File: src/rtl/multicycle_control.sv
// Multi-cycle sequencer for the 24-bit CPU: walks each instruction through
// FETCH/DECODE/EXEC/MEM/WB and drives the datapath control lines.
module multicycle_control #(
  parameter int CNT_W        = 16,
  parameter int MEM_WAIT_MAX = 15
) (
  input  logic             Clock,
  input  logic             Reset,
  input  logic             Run,
  input  logic [3:0]       opcode,
  input  logic             Zero,
  input  logic             MemReady,
  output logic             IRWrite,
  output logic             PCWrite,
  output logic             RegDst,
  output logic             Branch,
  output logic             MemRead,
  output logic             MemWrite,
  output logic             RegWrite,
  output logic             MemToReg,
  output logic             ALUSrc,
  output logic [1:0]       ALUOp,
  output logic             Halted,
  output logic             Illegal,
  output logic             MemFault,
  output logic [CNT_W-1:0] InstrCount,
  output logic [2:0]       State
);

  typedef enum logic [2:0] {
    S_FETCH  = 3'd0,
    S_DECODE = 3'd1,
    S_EXEC   = 3'd2,
    S_MEM    = 3'd3,
    S_WB     = 3'd4,
    S_HALT   = 3'd5
  } state_t;

  typedef enum logic [2:0] {
    C_R, C_IALU, C_LW, C_SW, C_BEQ, C_HALT, C_ILL
  } cls_t;

  localparam logic [7:0] WAIT_MAX = 8'(MEM_WAIT_MAX);

  function automatic cls_t op_class(input logic [3:0] op);
    case (op)
      4'b0000:                            return C_R;
      4'b0001, 4'b0010, 4'b0011, 4'b0100: return C_IALU;
      4'b1000:                            return C_LW;
      4'b1001:                            return C_SW;
      4'b1010:                            return C_BEQ;
      4'b1111:                            return C_HALT;
      default:                            return C_ILL;
    endcase
  endfunction

  state_t           state_q, state_d;
  logic [3:0]       op_q;
  logic [7:0]       wait_q;
  logic [CNT_W-1:0] count_q;
  logic             illegal_q, fault_q;
  logic             retire, set_ill, set_fault;
  cls_t             cls_live, cls_q;
  logic             mem_abort, alu_src_q;
  logic [1:0]       alu_op_q;

  // Zero is consumed by the datapath's PC mux; the sequencer is the same for taken/not-taken.
  logic unused_zero;
  assign unused_zero = Zero;

  assign cls_live  = op_class(opcode);
  assign cls_q     = op_class(op_q);
  assign mem_abort = (state_q == S_MEM) && !MemReady && (wait_q == WAIT_MAX);
  assign alu_src_q = (cls_q == C_IALU) || (cls_q == C_LW) || (cls_q == C_SW);

  always_comb begin
    case (cls_q)
      C_BEQ:   alu_op_q = 2'b01;
      C_R:     alu_op_q = 2'b10;
      C_IALU:  alu_op_q = 2'b11;
      default: alu_op_q = 2'b00;
    endcase
  end

  always_ff @(posedge Clock or posedge Reset) begin
    if (Reset) state_q <= S_FETCH;
    else       state_q <= state_d;
  end

  always_comb begin
    state_d = state_q;
    case (state_q)
      S_FETCH:  if (Run) state_d = S_DECODE;
      S_DECODE: begin
        if (cls_live == C_HALT)     state_d = S_HALT;
        else if (cls_live == C_ILL) state_d = S_FETCH;
        else                        state_d = S_EXEC;
      end
      S_EXEC: begin
        if ((cls_q == C_LW) || (cls_q == C_SW))     state_d = S_MEM;
        else if ((cls_q == C_R) || (cls_q == C_IALU)) state_d = S_WB;
        else                                          state_d = S_FETCH;
      end
      S_MEM: begin
        if (MemReady)       state_d = (cls_q == C_LW) ? S_WB : S_FETCH;
        else if (mem_abort) state_d = S_FETCH;
      end
      S_WB:     state_d = S_FETCH;
      S_HALT:   state_d = S_HALT;
      default:  state_d = S_FETCH;
    endcase
  end

  // Memory handshake: MemRead/MemWrite is a request held high in MEM until the
  // cycle MemReady=1 (the access completes in that cycle), or dropped on timeout.
  always_comb begin
    IRWrite   = 1'b0;
    PCWrite   = 1'b0;
    RegDst    = 1'b0;
    Branch    = 1'b0;
    MemRead   = 1'b0;
    MemWrite  = 1'b0;
    RegWrite  = 1'b0;
    MemToReg  = 1'b0;
    ALUSrc    = 1'b0;
    ALUOp     = 2'b00;
    retire    = 1'b0;
    set_ill   = 1'b0;
    set_fault = 1'b0;
    if (!Reset) begin
      case (state_q)
        S_FETCH:  IRWrite = Run;
        S_DECODE: begin
          if (cls_live == C_ILL) begin
            PCWrite = 1'b1;
            set_ill = 1'b1;
          end
        end
        S_EXEC: begin
          ALUSrc = alu_src_q;
          ALUOp  = alu_op_q;
          if (cls_q == C_BEQ) begin
            Branch  = 1'b1;
            PCWrite = 1'b1;
            retire  = 1'b1;
          end
        end
        S_MEM: begin
          ALUSrc   = 1'b1;
          MemRead  = (cls_q == C_LW) && !mem_abort;
          MemWrite = (cls_q == C_SW) && !mem_abort;
          if (MemReady && (cls_q == C_SW)) begin
            PCWrite = 1'b1;
            retire  = 1'b1;
          end else if (mem_abort) begin
            PCWrite   = 1'b1;
            set_fault = 1'b1;
          end
        end
        S_WB: begin
          RegWrite = 1'b1;
          PCWrite  = 1'b1;
          RegDst   = (cls_q == C_R);
          MemToReg = (cls_q == C_LW);
          ALUSrc   = alu_src_q;
          ALUOp    = alu_op_q;
          retire   = 1'b1;
        end
        default: ;
      endcase
    end
  end

  always_ff @(posedge Clock or posedge Reset) begin
    if (Reset) begin
      op_q      <= '0;
      wait_q    <= '0;
      count_q   <= '0;
      illegal_q <= 1'b0;
      fault_q   <= 1'b0;
    end else begin
      if (state_q == S_DECODE) op_q <= opcode;
      // MEM is only entered from EXEC, so clearing there covers every MEM entry.
      if (state_q == S_EXEC)                          wait_q <= '0;
      else if ((state_q == S_MEM) && !MemReady && !mem_abort) wait_q <= wait_q + 8'd1;
      if (retire)    count_q   <= count_q + 1'b1;
      if (set_ill)   illegal_q <= 1'b1;
      if (set_fault) fault_q   <= 1'b1;
    end
  end

  assign Halted     = (state_q == S_HALT);
  assign Illegal    = illegal_q;
  assign MemFault   = fault_q;
  assign InstrCount = count_q;
  assign State      = state_q;

endmodule

File: config.mk
export PLATFORM = sky130hd
export DESIGN_NAME = multicycle_control
export DESIGN_NICKNAME = d
export VERILOG_FILES = /design/src/rtl/multicycle_control.sv
export SDC_FILE = /design/constraint.sdc
export NUM_CORES = 1
export LEC_CHECK = 0
export ABC_AREA = 1
export CAP_MARGIN = 5
export CORE_UTILIZATION = 40
export DETAILED_ROUTE_END_ITERATION = 8
export HOLD_SLACK_MARGIN = 0.1
export MAX_ROUTING_LAYER = met4
export PLACE_DENSITY = 0.75
export SKIP_CTS_REPAIR_TIMING = 1
export SLEW_MARGIN = 20
export SYNTH_ARGS = -nofsm -noshare
export SYNTH_HDL_FRONTEND = slang
export SYNTH_SLANG_ARGS = --single-unit
File: constraint.sdc
create_clock -name Clock -period 2.7 [get_ports Clock]
set_input_delay 0.405 -clock Clock [delete_from_list [all_inputs] [get_ports Clock]]
set_output_delay 0.405 -clock Clock [all_outputs]
set_load 0.005 [all_outputs]
==> summary.md <==
| Metric | Value |
|---|---|
| Sum of buffers and inverters on the critical path | 3 |
| Crit path cell chain | clkdlybuf4s50_1, or2_2, ha_1, inv_1, nor2_1, nor2_1, nand4_1, nand2_1, nor2_2, nor2_1, dlymetal6s2s_1 |
| Type of the worst setup path | primary input to primary output |
| Post-route cell area | around 2900 sq um |
| Overall overflow remaining after global route | 0 |
| Run status | completed |
| Clock insertion delay at the later pin of the skew report | 290 ps |
| Overall power of the completed layout | 2.401 mW |
| Delay of the slowest cell on the worst path | between 400 and 500 ps |
| Ports | between 40 and 50 |
| Number of input and output port buffers inserted | 40 |
| Share of total power in combinational logic | around 49% |
| Synthesis-to-finish area growth | 32.86% |
| Worst hold slack across all endpoints | ~500 ps |
| Leakage dissipation | ~1.5 nW |
| CTS H-Tree Depth | 2 |
| Post-Synthesis Net Count | 326 |
| Worst-case headroom to the max-slew limit | around 68% |
| Distinct cell type count after synthesis | 37 |
| Yosys synthesis warning count | 0 |
| Combined area of the multi-input logic cells | 1207 sq um |
| Horizontal die dimension | 76.12 um |
| Detailed Route Iter0 Violations | between 100 and 150 |
| Number of fill cells | 487 |
| Post-Route Setup TNS | 0 ps |
| Class of the tightest hold or removal check | register to register |
| Instance count of the mapped netlist | roughly 310 |
| Avg Vias per Cell | 4.886 |
| Clock-pin slew on the worst setup and hold paths | around 70 ps |
| Library cell used as clock root buffer | sky130_fd_sc_hd__clkbuf_8 |
| Arithmetic-cell share of the synthesized area counting full adders, half adders and majority gates | under 10% |
| Number of remaining DRC errors | 0 |
| Starting density of the core | 42.21% |
| Initial antenna violation count | 0 |
| Crit path arrival time | about 2200 ps |
| Fraction of synthesis flops using an asynchronous set or reset pin | 100.0% |
| Wire length of the first global-routing pass | about 8500 um |
| Top-area cell type share of the netlist area | approximately 38% |
| Post-Route WL | roughly 5000 um |
| List of most frequent post-synthesis cells | 100 x sky130_fd_sc_hd__nand2_1, 34 x sky130_fd_sc_hd__inv_1, 34 x sky130_fd_sc_hd__nor2_1 |
| Synth Register Bits | 33 |
| Final critical-path setup slack | roughly 120 ps |
| Max-slew violation count | 0 |
| Post-Syn Area | between 2000 and 2500 sq um |
| Pre-antenna DRT Iters | 4 |
| CTS max path bufs | 2 |
| Most common cell in the synthesized netlist | sky130_fd_sc_hd__nand2_1 |
| Setup clock skew after layout | around 4.5 ps |
| Floorplan die height | around 76 um |
| Antenna Nets Post-Route | 0 |
| Worst vdd ir | about 0.00039 V |
| Largest delay share family, worst path | simple AND/OR/NAND/NOR gates |
| Most repeated library cell on the critical path | sky130_fd_sc_hd__nor2_1 |
| Maximum clock frequency | about 390 MHz |
| Max-cap violations | 0 |
| Internal Dissipation | about 1.4 mW |
| Sequential share of the synthesized area | between 30% and 40% |
| Largest family of logic cells by synthesized area | simple AND/OR/NAND/NOR gates |
| Primary flip-flop cell chosen by synthesis mapping | sky130_fd_sc_hd__dfrtp_1 |
| Via count | ~2100 |
| Final hold violation count | 0 |
| Pin count of the biggest net entering global routing | 40 |
| Pwr Density | about 800 nW/um^2 |
| Total cell area at the placement stage | 2721 sq um |
| Complex-gate fraction of the synthesized area | just over 5% |
| Main area contributors after synthesis | sky130_fd_sc_hd__dfrtp_1 38%, sky130_fd_sc_hd__nand2_1 17%, sky130_fd_sc_hd__nand3_1 6.6%, sky130_fd_sc_hd__inv_1 5.8%, sky130_fd_sc_hd__nor2_1 5.8% |
| # placed instances | 427 |
| Proportion of layout cells with a drive suffix above 1 | approximately 15% |
| Final number of setup-violating endpoints | 0 |
| Clock tree from TritonCTS | built |
| Overall routing resource usage | approximately a fifth |
| Biggest fanout along the worst timing path | 2 |
| Worst setup slack before clock tree synthesis | -222.5 ps |
| Switching power summed over all nets | approximately 1.0 mW |
| Net switching share of the total power | 41.67% |
| Nature of the critical path startpoint | primary input |
| Antenna diodes | 0 |
| Post-synthesis simple-gate area fraction | a little over two fifths |
| Post-DP HPWL | about 3600 um |
| Xor-xnor portion of the synthesized cell area | between 2 and 2.5% |
| Critical path data required time | between 2000 and 2500 ps |
| Relative contribution of the clock network to total power | 20.5% |
| Count of flip-flops with a built-in enable after synthesis | 0 |
| Net count of the finished layout | around 380 |
| CP endpoint kind | primary output |
| Share of synthesized area spent on multiplexers | 0% |
| Num rows | 26 |
| Cell type contributing the most total cell area after synthesis | sky130_fd_sc_hd__dfrtp_1 |
| Clock buffers created by TritonCTS | 5 |
| Vias in the first global route | ~2000 |
| Transition time at the pin with the least slew margin | a little under 500 ps |
| Clk sinks | 33 |
| Final standard cell count with taps included and fillers excluded | about 440 |
| Sequential fraction of design power | between 30 and 40% |
| Syn_area_per_cell | 7.042 sq um |
| Total Die Area | about 5800 sq um |
| Shortest period the worst path allows | approximately 2600 ps |
| Slowest-stage cell, CP | sky130_fd_sc_hd__clkdlybuf4s50_1 |
| Final clock period utilization by the worst path | around 95% |
| Routability Congestion | roughly 0.85 |
| Final routed wire length divided by cell count | about 11 um |
| Sequential Area | a little over 800 sq um |
| Final Util | 56.08% |
| Area of the core region | approximately 5200 sq um |
sequential cells by signal (all words and copies together), names as in the netlist:
name,flops
Illegal,1
State,3
MemFault,1
InstrCount,16
wait_q,8
op_q,4
power by group through the flow:
stage                     clock [mW]  sequential (mW)  combinational [mW]
after floorplan                    0            0.714               0.754
after global placement             0            0.727                1.04
after detailed placement           0            0.728                1.06
after CTS                      0.499            0.722                1.06
after global routing           0.520            0.742                1.32
final                          0.492            0.722                1.19
cell type report:
type	count	share of cell area (%)
tap	70	3.000
multi-input combinational	233	41.36
sequential	33	28.29
clock buffer	7	2.958
clock inverter	1	1.029
inverter	41	5.272
timing repair buffer	54	18.09
path summary, 6_finish.rpt:
| kind | start | endpoint | slack (ps) | depth (start not counted) |
|---|---|---|---|---|
| setup / recovery | opcode[0] | PCWrite | 120 | 11 |
| hold / removal | InstrCount[7] | InstrCount[7] | 500 | 2 |
| setup reg to reg | op_q[0] | InstrCount[15] | 450 | 10 |
| hold reg to reg | InstrCount[7] | InstrCount[7] | 500 | 2 |
| max in group asynchronous | Reset | InstrCount[5] | 1550 | 3 |
| min in group asynchronous | Reset | State[2] | 810 | 3 |
layout by cell type, fill, tap and decap left out, types with 2 or more instances in the layout:
cell type                         count
sky130_fd_sc_hd__nor3_1               7
sky130_fd_sc_hd__or2_2                4
sky130_fd_sc_hd__nand3_2              6
sky130_fd_sc_hd__xor2_1               5
sky130_fd_sc_hd__nor2_2               6
sky130_fd_sc_hd__o21ai_1              4
sky130_fd_sc_hd__dfrtp_1             33
sky130_fd_sc_hd__nor4_2               2
sky130_fd_sc_hd__nand3b_1             2
sky130_fd_sc_hd__ha_1                 5
sky130_fd_sc_hd__nand3_1             29
sky130_fd_sc_hd__nor2_1              30
sky130_fd_sc_hd__clkbuf_8             6
sky130_fd_sc_hd__nor2_4               2
sky130_fd_sc_hd__inv_1               34
sky130_fd_sc_hd__buf_4               14
sky130_fd_sc_hd__nand4_1              6
sky130_fd_sc_hd__a21oi_1              3
sky130_fd_sc_hd__nand2_1             99
sky130_fd_sc_hd__inv_2                6
sky130_fd_sc_hd__nand2_2              4
sky130_fd_sc_hd__dlymetal6s2s_1       9
sky130_fd_sc_hd__o21bai_1             3
sky130_fd_sc_hd__clkdlybuf4s50_1     31
sky130_fd_sc_hd__o21ai_0              5
cells by family (layout without fill, tap and decap cells):
| group | after synthesis | count (layout) |
|---|---|---|
| and+or+nand+nor | 203 | 203 |
| buffers and inverters | 46 | 103 |
| adders and majority gates | 5 | 5 |
| AOI/OAI and AO/OA | 19 | 19 |
| DFF | 33 | 33 |
| xor gates and xnor gates | 6 | 6 |
worst register-to-register path, stage by stage, from the launching register on:
cell and delay, ps:
sky130_fd_sc_hd__dfrtp_1 390, sky130_fd_sc_hd__or2_2 290, sky130_fd_sc_hd__ha_1 180, sky130_fd_sc_hd__or2_1 240, sky130_fd_sc_hd__nand2_2 140, sky130_fd_sc_hd__nand4_2 120
sky130_fd_sc_hd__nand3_2 110, sky130_fd_sc_hd__buf_4 290, sky130_fd_sc_hd__nand2_1 210, sky130_fd_sc_hd__nand2_1 100, sky130_fd_sc_hd__nand2_1 50
metal layers:
| layer | vias up | GRT usage (%) | part of all wire, % | wire length, um |
|---|---|---|---|---|
| met2 | 63 | 28.82 | 46 | 2298 |
| li1 | 1099 | - | - | - |
| met5 | - | - | 0 | 0 |
| met3 | 9 | 4.431 | 4.9 | 248 |
| met1 | 974 | 24.17 | 48 | 2395 |
| met4 | 0 | 7.308 | 1.7 | 85 |
Power figures use the tool's default switching activity.
